===== config.mk =====
export PLATFORM = sky130hd
export DESIGN_NAME = frame_word_streamer
export DESIGN_NICKNAME = d
export VERILOG_FILES = /design/src/rtl/frame_word_streamer_pkg.sv /design/src/rtl/frame_word_streamer_raster_counter.sv /design/src/rtl/frame_word_streamer.sv
export SDC_FILE = /design/constraint.sdc
export NUM_CORES = 1
export LEC_CHECK = 0
export BUFFER_PORTS_ARGS = -buffer_cell sky130_fd_sc_hd__buf_2
export CELL_PAD_IN_SITES_DETAIL_PLACEMENT = 1
export CELL_PAD_IN_SITES_GLOBAL_PLACEMENT = 1
export CORE_MARGIN = 2
export CORE_UTILIZATION = 34
export CTS_CLUSTER_SIZE = 30
export DETAILED_ROUTE_END_ITERATION = 10
export PLACE_DENSITY = 0.75
export SLEW_MARGIN = 10
export SYNTH_ARGS = -nofsm -noshare
export SYNTH_HDL_FRONTEND = slang
export SYNTH_SLANG_ARGS = --single-unit

===== constraint.sdc =====
create_clock -name clk -period 3.8 [get_ports clk]
set_input_delay 0.38 -clock clk [delete_from_list [all_inputs] [get_ports clk]]
set_output_delay 0.38 -clock clk [all_outputs]
set_load 0.05 [all_outputs]

===== src/rtl/frame_word_streamer_pkg.sv =====
// Shared types and constants for the frame word streamer.
// Optional feature macro: STREAMER_FLUSH_EN (adds the FLUSH state).
package frame_word_streamer_pkg;

    localparam int WORD_W          = 32;
    localparam int PIXELS_PER_WORD = 4;
    localparam int PIXEL_W         = WORD_W / PIXELS_PER_WORD;

    // Line-buffer depth: two edge words plus the 76-word core make one line.
    localparam int LB_EDGE_WORDS   = 2;
    localparam int LB_CORE_WORDS   = 76;
    localparam int LB_DEPTH        = LB_EDGE_WORDS + LB_CORE_WORDS;

    localparam int COL_W           = 7;
    localparam int ROW_W           = 9;
    localparam int PUSH_W          = 16;

    typedef enum logic [2:0] {
        ST_IDLE  = 3'd0,
        ST_REQ   = 3'd1,
        ST_PUSH  = 3'd2,
        ST_DONE  = 3'd3
`ifdef STREAMER_FLUSH_EN
        ,
        ST_FLUSH = 3'd4
`endif
    } state_t;

    // Pushes needed before the first full 3x2 window is resident.
    function automatic int prime_threshold(input int words_per_line);
        return 2 * words_per_line + 2;
    endfunction

endpackage


===== src/rtl/frame_word_streamer_raster_counter.sv =====
// Raster position counter: column/row of the next word to push, plus
// last-word and window-priming flags. Macro STREAMER_FLUSH_EN lets the
// row count run past the frame and adds the end-of-flush flag.
module raster_counter
    import frame_word_streamer_pkg::*;
#(
    parameter int WORDS_PER_LINE = LB_DEPTH,
    parameter int NUM_LINES      = 240
) (
    input  logic             clk,
    input  logic             rst,
    input  logic             clear,
    input  logic             advance,
    output logic [COL_W-1:0] col,
    output logic [ROW_W-1:0] row,
    output logic             last_word,
    output logic             prime
`ifdef STREAMER_FLUSH_EN
    ,
    output logic             flush_last
`endif
);

    localparam logic [COL_W-1:0]  COL_LAST = COL_W'(WORDS_PER_LINE - 1);
    localparam logic [ROW_W-1:0]  ROW_LAST = ROW_W'(NUM_LINES - 1);
    localparam logic [PUSH_W-1:0] PRIME_AT = PUSH_W'(prime_threshold(WORDS_PER_LINE) - 1);

    logic [PUSH_W-1:0] push_cnt;

    // Advance position and push count once per pushed word.
    always_ff @(posedge clk or posedge rst) begin
        if (rst) begin
            col      <= '0;
            row      <= '0;
            push_cnt <= '0;
        end else if (clear) begin
            col      <= '0;
            row      <= '0;
            push_cnt <= '0;
        end else if (advance) begin
            push_cnt <= push_cnt + 1'b1;
            if (col == COL_LAST) begin
                col <= '0;
`ifdef STREAMER_FLUSH_EN
                row <= row + 1'b1;
`else
                if (row != ROW_LAST) row <= row + 1'b1;
`endif
            end else begin
                col <= col + 1'b1;
            end
        end
    end

    assign last_word = (col == COL_LAST) && (row == ROW_LAST);
    // The push happening now brings the count to the priming threshold.
    assign prime     = (push_cnt == PRIME_AT);

`ifdef STREAMER_FLUSH_EN
    localparam logic [PUSH_W-1:0] FLUSH_LAST_AT =
        PUSH_W'(WORDS_PER_LINE * NUM_LINES + prime_threshold(WORDS_PER_LINE) - 1);
    assign flush_last = (push_cnt == FLUSH_LAST_AT);
`endif

endmodule


===== src/rtl/frame_word_streamer.sv =====
// Frame word streamer: reads frame words over req/ack and pushes them, one
// per REQ round trip, into the shift data path in raster order.
// Optional feature macro: STREAMER_FLUSH_EN (zero-word flush after the frame).
// Handshake: mem_req stays high with mem_addr stable until a cycle where
// mem_ack is high; that cycle's mem_rd_data is captured and mem_req drops.
module frame_word_streamer
    import frame_word_streamer_pkg::*;
#(
    parameter int WORDS_PER_LINE = LB_DEPTH,
    parameter int NUM_LINES      = 240,
    parameter int BASE_ADDR      = 0,
    parameter int ADDR_W         = 18
) (
    input  logic              clk,
    input  logic              rst,
    input  logic              start,
    input  logic              hold,
    output logic              mem_req,
    output logic [ADDR_W-1:0] mem_addr,
    input  logic              mem_ack,
    input  logic [WORD_W-1:0] mem_rd_data,
    output logic              write_en,
    output logic [WORD_W-1:0] data_out,
    output logic [COL_W-1:0]  word_col,
    output logic [ROW_W-1:0]  word_row,
    output logic              window_valid,
    output logic              busy,
    output logic              done,
    output state_t            state_dbg
);

    localparam logic [ADDR_W-1:0] BASE = ADDR_W'(BASE_ADDR);

    state_t            state;
    logic              push_now;
    logic              cnt_clear;
    logic [COL_W-1:0]  cnt_col;
    logic [ROW_W-1:0]  cnt_row;
    logic              cnt_last;
    logic              cnt_prime;
`ifdef STREAMER_FLUSH_EN
    logic              cnt_flush_last;
`endif

    // A push happens in PUSH when not held; flush pushes also leave a gap cycle.
    always_comb begin
        push_now = 1'b0;
        if (state == ST_PUSH) push_now = !hold;
`ifdef STREAMER_FLUSH_EN
        if (state == ST_FLUSH) push_now = !hold && !write_en;
`endif
    end

    assign cnt_clear = (state == ST_IDLE) && start;
    assign state_dbg = state;

    raster_counter #(
        .WORDS_PER_LINE (WORDS_PER_LINE),
        .NUM_LINES      (NUM_LINES)
    ) u_raster (
        .clk        (clk),
        .rst        (rst),
        .clear      (cnt_clear),
        .advance    (push_now),
        .col        (cnt_col),
        .row        (cnt_row),
        .last_word  (cnt_last),
        .prime      (cnt_prime)
`ifdef STREAMER_FLUSH_EN
        ,
        .flush_last (cnt_flush_last)
`endif
    );

    // Main control FSM with registered outputs.
    always_ff @(posedge clk or posedge rst) begin
        if (rst) begin
            state        <= ST_IDLE;
            mem_req      <= 1'b0;
            mem_addr     <= BASE;
            write_en     <= 1'b0;
            data_out     <= '0;
            word_col     <= '0;
            word_row     <= '0;
            window_valid <= 1'b0;
            busy         <= 1'b0;
            done         <= 1'b0;
        end else begin
            write_en <= 1'b0;
            done     <= 1'b0;
            case (state)
                ST_IDLE: begin
                    if (start) begin
                        mem_addr     <= BASE;
                        mem_req      <= 1'b1;
                        busy         <= 1'b1;
                        window_valid <= 1'b0;
                        state        <= ST_REQ;
                    end
                end
                ST_REQ: begin
                    if (mem_ack) begin
                        data_out <= mem_rd_data;
                        mem_req  <= 1'b0;
                        state    <= ST_PUSH;
                    end
                end
                ST_PUSH: begin
                    if (push_now) begin
                        write_en <= 1'b1;
                        word_col <= cnt_col;
                        word_row <= cnt_row;
                        mem_addr <= mem_addr + 1'b1;
                        if (cnt_prime) window_valid <= 1'b1;
                        if (cnt_last) begin
`ifdef STREAMER_FLUSH_EN
                            state <= ST_FLUSH;
`else
                            state <= ST_DONE;
`endif
                        end else begin
                            mem_req <= 1'b1;
                            state   <= ST_REQ;
                        end
                    end
                end
`ifdef STREAMER_FLUSH_EN
                ST_FLUSH: begin
                    if (push_now) begin
                        write_en <= 1'b1;
                        data_out <= '0;
                        word_col <= cnt_col;
                        word_row <= cnt_row;
                        if (cnt_prime) window_valid <= 1'b1;
                        if (cnt_flush_last) state <= ST_DONE;
                    end
                end
`endif
                ST_DONE: begin
                    done         <= 1'b1;
                    busy         <= 1'b0;
                    window_valid <= 1'b0;
                    state        <= ST_IDLE;
                end
                default: state <= ST_IDLE;
            endcase
        end
    end

endmodule

# == Yosys cells after proc, flatten, opt, wreduce, memory -nomap -nowiden ==
# Cells that the tools add are included.
# word_totals
n_memories,0
input_bits,37
ramBits,0
word_cells,79
latchBits,0
rom_bits,0
regBits,106
output_inout_bits,74
# op_classes
mul,0
mux,31
div_mod_pow,0
n_reduce_logical,19
order_cmp,0
bitwise,0
eq_ne,12
add_sub_neg,4
shift,0
# op_table
operator,count
$mux W18,2
$mux W9,4
$pmux W18 S2,1
$mux W16,2
$mux W7,3
$add A18 B1 Y18 const B,1
$add A16 B1 Y16 const B,1
$eq A16 B8 Y1 const B,1
$mux W1,11
$ne A2 B2 Y1 const B,5
$reduce_bool A2 Y1,5
$add A9 B1 Y9 const B,1
$eq A9 B8 Y1 const B,1
$mux W3,3
$ne A9 B8 Y1 const B,1
$pmux W3 S3,1
$reduce_and A3 Y1,3
$add A7 B1 Y7 const B,1
$eq A7 B7 Y1 const B,1
$eq A3 B2 Y1 const B,2
$pmux W1 S3,2
$reduce_and A2 Y1,3
$reduce_bool A3 Y1,2
$reduce_and A5 Y1,1
other kinds (7),8

# == Depth between registers and ports, before layout ==
# Gate-level depths: netlist of run 1.
# logic_depth
word_depth,5
depth_mapped,7
ltp_nobuf,6

# == Cells and area by module ==
# From an unflattened synthesis of run 1, not the netlist that was laid out.
# hier_totals
cells_unflattened,424
area_unflattened_um2,4778.3
# by_module_without_submodules
mod,instances,area_per_inst_um2,cells_per_inst,seq_area_each_um2
frame_word_streamer,1,3036.7,238,1826.8
raster_counter,1,1741.7,186,800.8

# == Worst setup path after synthesis of run 1 ==
# OpenSTA, ideal clock, no wires.
# synth_path
path_type,register to register
from,reg state[0] (netlist: state_dbg[0])
to,reg u_raster.push_cnt[9]
n_path_buf,2
t_required_ns,3.722
arrival_ns,2.267
path_stages_with_launch,7
path_slack_ns,1.455
setup_ns,0.078
synth_period_minus_slack_ns,2.345
cell_sequence,dfrtp_1 -> buf_6 -> or3b_1 -> buf_2 -> or4_4 -> or3_1 -> a21oi_1
# synth_between
elab_chain_cells,3
word_cells_on_any_way,6
classes_between,eq/ne (1); mux (2); reduce/logical (3)
# synth_lines
element,line,rtl
from (decl),frame_word_streamer.sv:34,state_t state;
from (signal assigned),frame_word_streamer.sv:78,state <= ST_IDLE;
from (signal assigned),frame_word_streamer.sv:98,state <= ST_REQ;
from (signal assigned),frame_word_streamer.sv:105,state <= ST_PUSH;
$eq A3 B2 Y1 or $logic_not A3 Y1 (tied branches),"frame_word_streamer.sv:48, frame_word_streamer.sv:54",
$mux W1 or $logic_and A1 B1 Y1 (tied branches),"frame_word_streamer.sv:48, frame_word_streamer.sv:54",
$reduce_bool A2 Y1 (no line) or $mux W16 (tied branches),n/a,
to (signal assigned),frame_word_streamer_raster_counter.sv:41,push_cnt <= push_cnt + 1'b1;
to (decl),frame_word_streamer_raster_counter.sv:28,logic [PUSH_W-1:0] push_cnt;
# Parallel ways exist; a longest one is shown, timed or not.
# A chain may end at the register's enable or synchronous reset.

# == Final worst setup path of run 1 ==
# Ends and elaborated chain as after synthesis.

==> metrics.txt, run 1 <==
highest-count cells in the layout ignoring fill and taps=109 x sky130_fd_sc_hd__buf_2, 105 x sky130_fd_sc_hd__dfrtp_1, 69 x sky130_fd_sc_hd__nand2_1, 33 x sky130_fd_sc_hd__a21oi_1, 32 x sky130_fd_sc_hd__mux2_2; unique cell type count in the Yosys netlist=52; routed via count=3887; type of the worst min-delay path=in2async; FF-to-FF End=u_raster.push_cnt[9]$_DFFE_PP0P_; number of enable-type register cells in the synthesized netlist=0; site row count=43; number of setup violations in the final report=0; via count of the first global-routing pass=4135; share of layout cells above drive strength 1=30.5%; post-synth design cell area=0.00481 mm²; Setup TNS Final=0 ns; post-route worst setup slack=1.17 ns; Leakage Power=2.70 nW; source-to-sink clock delay at the later pin of the worst-skew pair=0.35 ns; number of levels the H-tree was split into=3; Reg-to-Reg Start=state_dbg[0]$_DFFE_PP0P_; count of yosys warnings during synthesis=0; wire length of the first global-routing pass=21200 µm; standard cell core area=0.0138 mm²; Bufs on Longest Clock Path=2; top cells by area, synth=sky130_fd_sc_hd__dfrtp_1 55%, sky130_fd_sc_hd__mux2_2 7.5%, sky130_fd_sc_hd__nand2_1 5.4%; pin count of the biggest net entering global routing=45; setup slack of the worst register-to-register path=1.17 ns; tightest slew margin relative to the limit=28.0%; synthesized net count=503; nature of the critical path endpoint=flop; weighted congestion reported at the end of routability-driven placement=0.776; Min Hold Slack=-0.00117 ns; number of instances resized during post-cts repair=0; PnR Total Power=4.39 mW; Post-Place Worst Slack=1.18 ns; Area Growth Syn to Fin=21.4%; overall global routing resource usage=17.8%; Die Y-Extent=123 µm; clock tree skew after final layout=0.0131 ns; Max Fanout on Critical Path=23; Async S/R FF share, synth=100%; buffer cell driving the clock tree root=sky130_fd_sc_hd__clkbuf_16; Iteration-0 DRC Markers=160; Post-CTS Hold Buffers=0; chip width=123 µm; number of buffers created by CTS=9; leading cell type in the layout, fill and taps excluded=sky130_fd_sc_hd__buf_2; antenna violations before repair=0; launch point of the worst path=state_dbg[0]$_DFFE_PP0P_; antenna diode count=0; end of the critical path=u_raster.push_cnt[9]$_DFFE_PP0P_; setup repair after global routing missed its margin=no; count of clock tree sinks=105; data required time of the worst path=4.07 ns; number of design rule violations left after detail routing=0; shortest clock period the worst path allows after layout=2.63 ns; setup repair bufs after CTS=0; Final Hold Fails=2; Seq/Total Area, Yosys=54.6%; vias per cell=5.20; R2R depth=4; ratio of total power to cell area=753 mW/mm²; Die ar.=0.0151 mm²; register bit total from synthesis=105; cell accounting for the most synthesized area=sky130_fd_sc_hd__dfrtp_1; WS Path Type=reg2reg; max-slew violations=0; drt wl/cell=17.2 µm; violations in the final reports=negative hold slack; count of input and output buffers=109; average instance area after synthesis=10.5 µm²; flip-flop cell with the highest count after synthesis=sky130_fd_sc_hd__dfrtp_1; total wirelength of the detailed-routed design=12900 µm; share of Yosys cell area claimed by the top area cell type=54.6%; Congestion Overflow GR=0; status=finished with violations; Detailed Routing Iterations Pass 1=4; CTS clock-pin slew for the worst setup and hold paths=0.07 ns; largest voltage drop on the vdd net=0.000381 V; Detail Route Antenna Nets=0; total number of nets in the final design=605; starting density of the core=34.8%; TritonCTS clock tree=done; share of the clock period used by the worst path after layout=69.2%; slew at the pin with the worst max-slew slack=1.08 ns; post-detailed-placement half-perimeter wirelength=9080 µm; number of top-level pins=111; category of the worst setup path launch point=flop; Gate Count Post-Synth=460; number of violations of the max-capacitance limit=0; Arrival @ worst endpoint=2.90 ns; Fmax=380 MHz
==> logic make-up after synthesis <==
logic type      Yosys count  share of synthesized area [%]
mux                      33                           7.70
buf+inv                  35                           2.99
fa+ha+maj                 6                           1.56
other cells               1                         0.0780
compound gates           88                           11.3
xor+xnor                 13                           2.37
flops                   105                           54.6
simple gates            179                           19.4
==> cell usage after synthesis, types with 6 or more instances <==
library cell / number
sky130_fd_sc_hd__nor2_1: 23
sky130_fd_sc_hd__inv_1: 10
sky130_fd_sc_hd__o21ai_0: 21
sky130_fd_sc_hd__nand4_1: 9
sky130_fd_sc_hd__mux2_2: 32
sky130_fd_sc_hd__o31ai_1: 12
sky130_fd_sc_hd__clkbuf_1: 19
sky130_fd_sc_hd__or3_1: 10
sky130_fd_sc_hd__xnor2_1: 8
sky130_fd_sc_hd__ha_1: 6
sky130_fd_sc_hd__nand2b_1: 8
sky130_fd_sc_hd__a21oi_1: 33
sky130_fd_sc_hd__or4_1: 13
sky130_fd_sc_hd__dfrtp_1: 105
sky130_fd_sc_hd__nand2_1: 69
sky130_fd_sc_hd__nand3_1: 13
==> worst min-delay path by stage <==
stage | to | slack, ns | cells after the start
6_report | data_out[18]$_DFFE_PP0P_ | -0.001 | 2
5_1_grt | data_out[3]$_DFFE_PP0P_ | 0.03 | 2
4_1_cts | mem_addr[1]$_DFFE_PP0P_ | 0.007 | 2
3_5_place_dp | data_out[15]$_DFFE_PP0P_ | 0.38 | 2
3_3_place_gp | data_out[15]$_DFFE_PP0P_ | 0.38 | 2
2_1_floorplan | u_raster.push_cnt[13]$_DFFE_PP0P_ | 0.47 | 1
==> stage by stage <==
step,cell area [µm²],util (%),instances
2_1_floorplan,4810,-,460
3_3_place_gp,5530,40.0,731
3_5_place_dp,5530,40.0,731
4_1_cts,5840,42.2,747
5_1_grt,5840,42.2,747
6_report,5840,42.2,747
==> state kept, by name, indices dropped and copies added (netlist names), 2 cells and up <==
signal and cells:
data_out 32, mem_addr 18, state_dbg 2, u_raster.col 7, u_raster.push_cnt 16, u_raster.row 9, word_col 7, word_row 9
==> cell type report <==
type,instances,area (µm²)
fillers,1573,7990
repair buffers,115,591
well taps,180,225
clock buffers,13,260
inverters,11,43.8
clock inverters,3,46.3
multi-input cells,320,2040
flip-flops and latches,105,2630
==> metal layers <==
layer,up-vias,routed length [µm],GRT usage (%)
li1,1850,-,-
met1,1952,5650,22.9
met2,70,6570,30.5
met3,15,431,2.77
met4,0,217,5.96
met5,-,0,0
==> worst max-delay path, stage by stage, from the launching register on <==
cell	delay, ns
sky130_fd_sc_hd__dfrtp_1	0.57
sky130_fd_sc_hd__or3b_1	0.81
sky130_fd_sc_hd__or4_4	0.68
sky130_fd_sc_hd__or3_1	0.36
sky130_fd_sc_hd__a21oi_1	0.14
==> where the power goes <==
part           switching (mW)  internal (mW)  leakage (nW)  total, mW
clock network           0.420          0.551         0.146      0.971
registers               0.222           1.39          1.38       1.61
logic                    1.34          0.471          1.17       1.81
total                    1.98           2.41          2.70       4.39
No activity file was read; power rests on OpenSTA's default activity.
==> run 2: changes to the inputs <==
ABC_AREA = 1   (was not set)
PLACE_DENSITY = 0.8   (was 0.75)
clock period = 2.2 ns   (was 3.8 ns; I/O delays follow)
==> metrics.txt, run 2 <==
Die Y-Extent=128 µm (+3.9%); adder-cell share of the synthesized area=1.44% (-0.12 points); slew at the pin with the worst max-slew slack=0.748 ns (-0.332 ns); unique cell type count in the Yosys netlist=38 (-27%); FF-to-FF End=data_out[21]$_DFFE_PP0P_; compound-gate portion of the synthesized area=6.66% (-4.6 points); nature of the critical path endpoint=flop; final std cells w/o fill=913 (+22%); Min Hold Slack=0.0807 ns (+0.0819 ns); number of buffers created by CTS=9 (unchanged); Detail Route Antenna Nets=0 (unchanged); buffer cell driving the clock tree root=sky130_fd_sc_hd__clkbuf_16; overall global routing resource usage=18.0% (+0.19 points); setup repair bufs after CTS=0 (unchanged); status=finished clean; tightest slew margin relative to the limit=50.0% (+22 points); CTS clock-pin slew for the worst setup and hold paths=0.08 ns (about the same); antenna diode count=0 (unchanged); number of violations of the max-capacitance limit=0 (unchanged); weighted congestion reported at the end of routability-driven placement=0.826 (+6.4%); Top Registers=data_out (32), mem_addr (18), u_raster.push_cnt (16); via count of the first global-routing pass=4712 (+14%); number of top-level pins=111 (unchanged); flip-flop cell with the highest count after synthesis=sky130_fd_sc_hd__dfrtp_1; standard cell core area=0.0151 mm² (+9.1%); count of input and output buffers=109 (unchanged); instance count along the most critical hold path=2; starting density of the core=34.5% (-0.30 points); Post-Synth XOR/XNOR Area=0.673% (-1.7 points); source-to-sink clock delay at the later pin of the worst-skew pair=0.36 ns (about the same); TritonCTS clock tree=done; Final Hold Fails=0 (-2); pin count of the biggest net entering global routing=62 (+38%); final core utilization=41.4% (-0.76 points); Worst path depth=5 (+1); commonest cells in the synthesized netlist=169 x sky130_fd_sc_hd__nand2_1, 105 x sky130_fd_sc_hd__dfrtp_1, 66 x sky130_fd_sc_hd__nor2_1; slowest stage delay, CP=0.55 ns (-0.26 ns); chip width=128 µm (+3.9%); Min-Delay Endpoint=data_out[31]$_DFFE_PP0P_; Iteration-0 DRC Markers=140 (-13%); top cells by area, synth=sky130_fd_sc_hd__dfrtp_1 51%, sky130_fd_sc_hd__nand2_1 12%, sky130_fd_sc_hd__mux2_2 6.3%; ordered cell list for the critical path=inv_2 -> nand2_1 -> inv_1 -> nand2_2 -> mux2_2; number of instances resized during post-cts repair=0 (unchanged); share of the clock period used by the worst path after layout=82.5% (+13 points); Congestion Overflow GR=0 (unchanged); share of total power in sequential cells=34.7% (-2.0 points); Buf/Inv on CP=2 (+2); Async S/R FF share, synth=100% (unchanged); synthesized-area fraction occupied by and/or/nand/nor cells=26.6% (+7.2 points); vias per cell=4.91 (-5.7%); highest-count cells in the layout ignoring fill and taps=169 x sky130_fd_sc_hd__nand2_1, 109 x sky130_fd_sc_hd__buf_2, 105 x sky130_fd_sc_hd__dfrtp_1, 66 x sky130_fd_sc_hd__nor2_1, 62 x sky130_fd_sc_hd__inv_1; shortest clock period the worst path allows after layout=1.81 ns (-0.817 ns); register bit total from synthesis=105 (unchanged); post-detailed-placement half-perimeter wirelength=10100 µm (+11%); post-route worst setup slack=0.386 ns (-0.783 ns); number of levels the H-tree was split into=3 (unchanged); data required time of the worst path=2.45 ns (-1.62 ns); setup repair after global routing missed its margin=no; share of total power in the clock network=20.5% (-1.6 points); cell accounting for the most synthesized area=sky130_fd_sc_hd__dfrtp_1; Bufs on Longest Clock Path=2 (unchanged); site row count=45 (+4.7%); setup slack of the worst register-to-register path=0.39 ns (-0.78 ns); WS Path Type=reg2reg; PnR Total Power=7.94 mW (+81%); drt wl/cell=15.3 µm (-11%); count of yosys warnings during synthesis=0 (unchanged); mux share of post-synthesis cell area=6.93% (-0.78 points); Arrival @ worst endpoint=2.06 ns (-0.84 ns); hold path startpoint=mem_rd_data[31]; post-route design area=0.00625 mm² (+7.2%); combinational share of power=44.8% (+3.6 points); count of clock tree sinks=105 (unchanged); total net switching power=3.79 mW (+91%); post-synth design cell area=0.00520 mm² (+8.2%); antenna violations before repair=0 (unchanged); Area Growth Syn to Fin=20.2%; Leakage Power=3.14 nW (+16%); largest voltage drop on the vdd net=0.000916 V (+140%); Setup TNS Final=0 ns (unchanged); Fmax=551 MHz (+45%); category of the worst setup path launch point=flop; share of layout cells above drive strength 1=24.6% (-6.0 points); Post-Place Worst Slack=0.391 ns (-0.793 ns); Cell Area, Placed=0.00594 mm² (+7.5%); max-slew violations=0 (unchanged); most frequent cell after synthesis=sky130_fd_sc_hd__nand2_1; Detailed Routing Iterations Pass 1=4 (unchanged); leading cell type in the layout, fill and taps excluded=sky130_fd_sc_hd__nand2_1; number of design rule violations left after detail routing=0 (unchanged); routed via count=4479 (+15%); type of the worst min-delay path=in2reg; synthesized net count=652 (+30%); Reg-to-Reg Start=state_dbg[1]$_DFFE_PP0P_; Internal=4.16 mW (+72%); share of Yosys cell area claimed by the top area cell type=50.5% (-4.1 points); number of setup violations in the final report=0 (unchanged); number of flip-flops in the largest register=32 (unchanged); clock tree skew after final layout=0.00570 ns (-0.00737 ns); combinational family with the most area after synthesis=simple AND/OR/NAND/NOR gates; Seq/Total Area, Yosys=50.5% (-4.1 points); number of enable-type register cells in the synthesized netlist=0 (unchanged); total number of nets in the final design=763 (+26%); Die ar.=0.0163 mm² (+7.9%); top register by number of flip-flops=data_out; total wirelength of the detailed-routed design=13900 µm (+8.3%); ratio of total power to cell area=1270 mW/mm² (+69%); average instance area after synthesis=8.54 µm² (-18%); Max Fanout on Critical Path=32 (+39%); net switching fraction of the power=47.7% (+2.6 points); R2R depth=5 (+1); wire length of the first global-routing pass=23400 µm (+11%); Cells after DPL=896 (+23%); Gate Count Post-Synth=609 (+32%); family with the most delay on the worst path=simple AND/OR/NAND/NOR gates; critical-path cell with the highest stage delay=sky130_fd_sc_hd__nand2_2
## run 2: changes by cell type after synthesis, sizes merged, moves of 9 or more
cell and delta:
o31ai -12, a21oi -16, nor2 +45, or4 -14
nand4 +13, nand3 +25, inv +56, clkbuf -16
o21ai +12, or3 -10, buf +9, nand2 +105
## run 2: how the worst max path moves through the flow
stage	from	endpoint	slack, ns
after CTS	state_dbg[1]$_DFFE_PP0P_	data_out[11]$_DFFE_PP0P_	0.38
final	state_dbg[1]$_DFFE_PP0P_	data_out[21]$_DFFE_PP0P_	0.39
after global routing	state_dbg[1]$_DFFE_PP0P_	data_out[22]$_DFFE_PP0P_	0.26
after global placement	state_dbg[1]$_DFFE_PP0P_	data_out[31]$_DFFE_PP0P_	0.46
after floorplan	mem_addr[1]$_DFFE_PP0P_	mem_addr[16]$_DFFE_PP0P_	0.47
after detailed placement	state_dbg[1]$_DFFE_PP0P_	data_out[11]$_DFFE_PP0P_	0.39
## run 2: timing repair
action                                  4_1_cts  5_1_grt
hold buffers                                  1        0
endpoints found under the hold margin        59        0
endpoints found under the setup margin        0        0
## run 2: logic make-up after synthesis
family | after synthesis
compound gates | 59
flops | 105
mux | 32
buf+inv | 83
fa+ha+maj | 6
other cells | 1
xor+xnor | 4
simple gates | 319
## run 2: layout make-up
cell class                      count  area [µm²]
Timing Repair Buffer              117         633
Clock buffer                       10         239
Clock inverter                      6        61.3
Inverter                           66         254
Fill cell                        1855        8840
Multi-Input combinational cell    421        2200
Sequential cell                   105        2630
Tap cell                          188         235
## run 2: layer usage
metal | vias to the layer above | global-route usage [%] | part of all wire, % | wire (µm)
met5 | - | 0 | 0 | 0
met4 | 0 | 6.53 | 2.0 | 279
met3 | 19 | 2.50 | 2.3 | 321
met2 | 61 | 31.1 | 51 | 7110
met1 | 2201 | 23.0 | 45 | 6220
li1 | 2198 | - | - | -
## run 2: power by group through the flow
stage | Combinational (mW) | Sequential (mW) | Clock, mW
final | 3.56 | 2.76 | 1.63
after global routing | 3.80 | 2.83 | 1.74
after CTS | 3.60 | 2.76 | 1.67
after detailed placement | 3.59 | 2.79 | 0
after global placement | 3.52 | 2.76 | 0
after floorplan | 1.21 | 4.28 | 0
## run 2: worst register-to-register path: cells and delay by family, from the launching register on
family / cells / cell delay, ns
flops: 1 / 0.42
buf+inv: 2 / 0.17
simple gates: 2 / 0.68
mux: 1 / 0.44
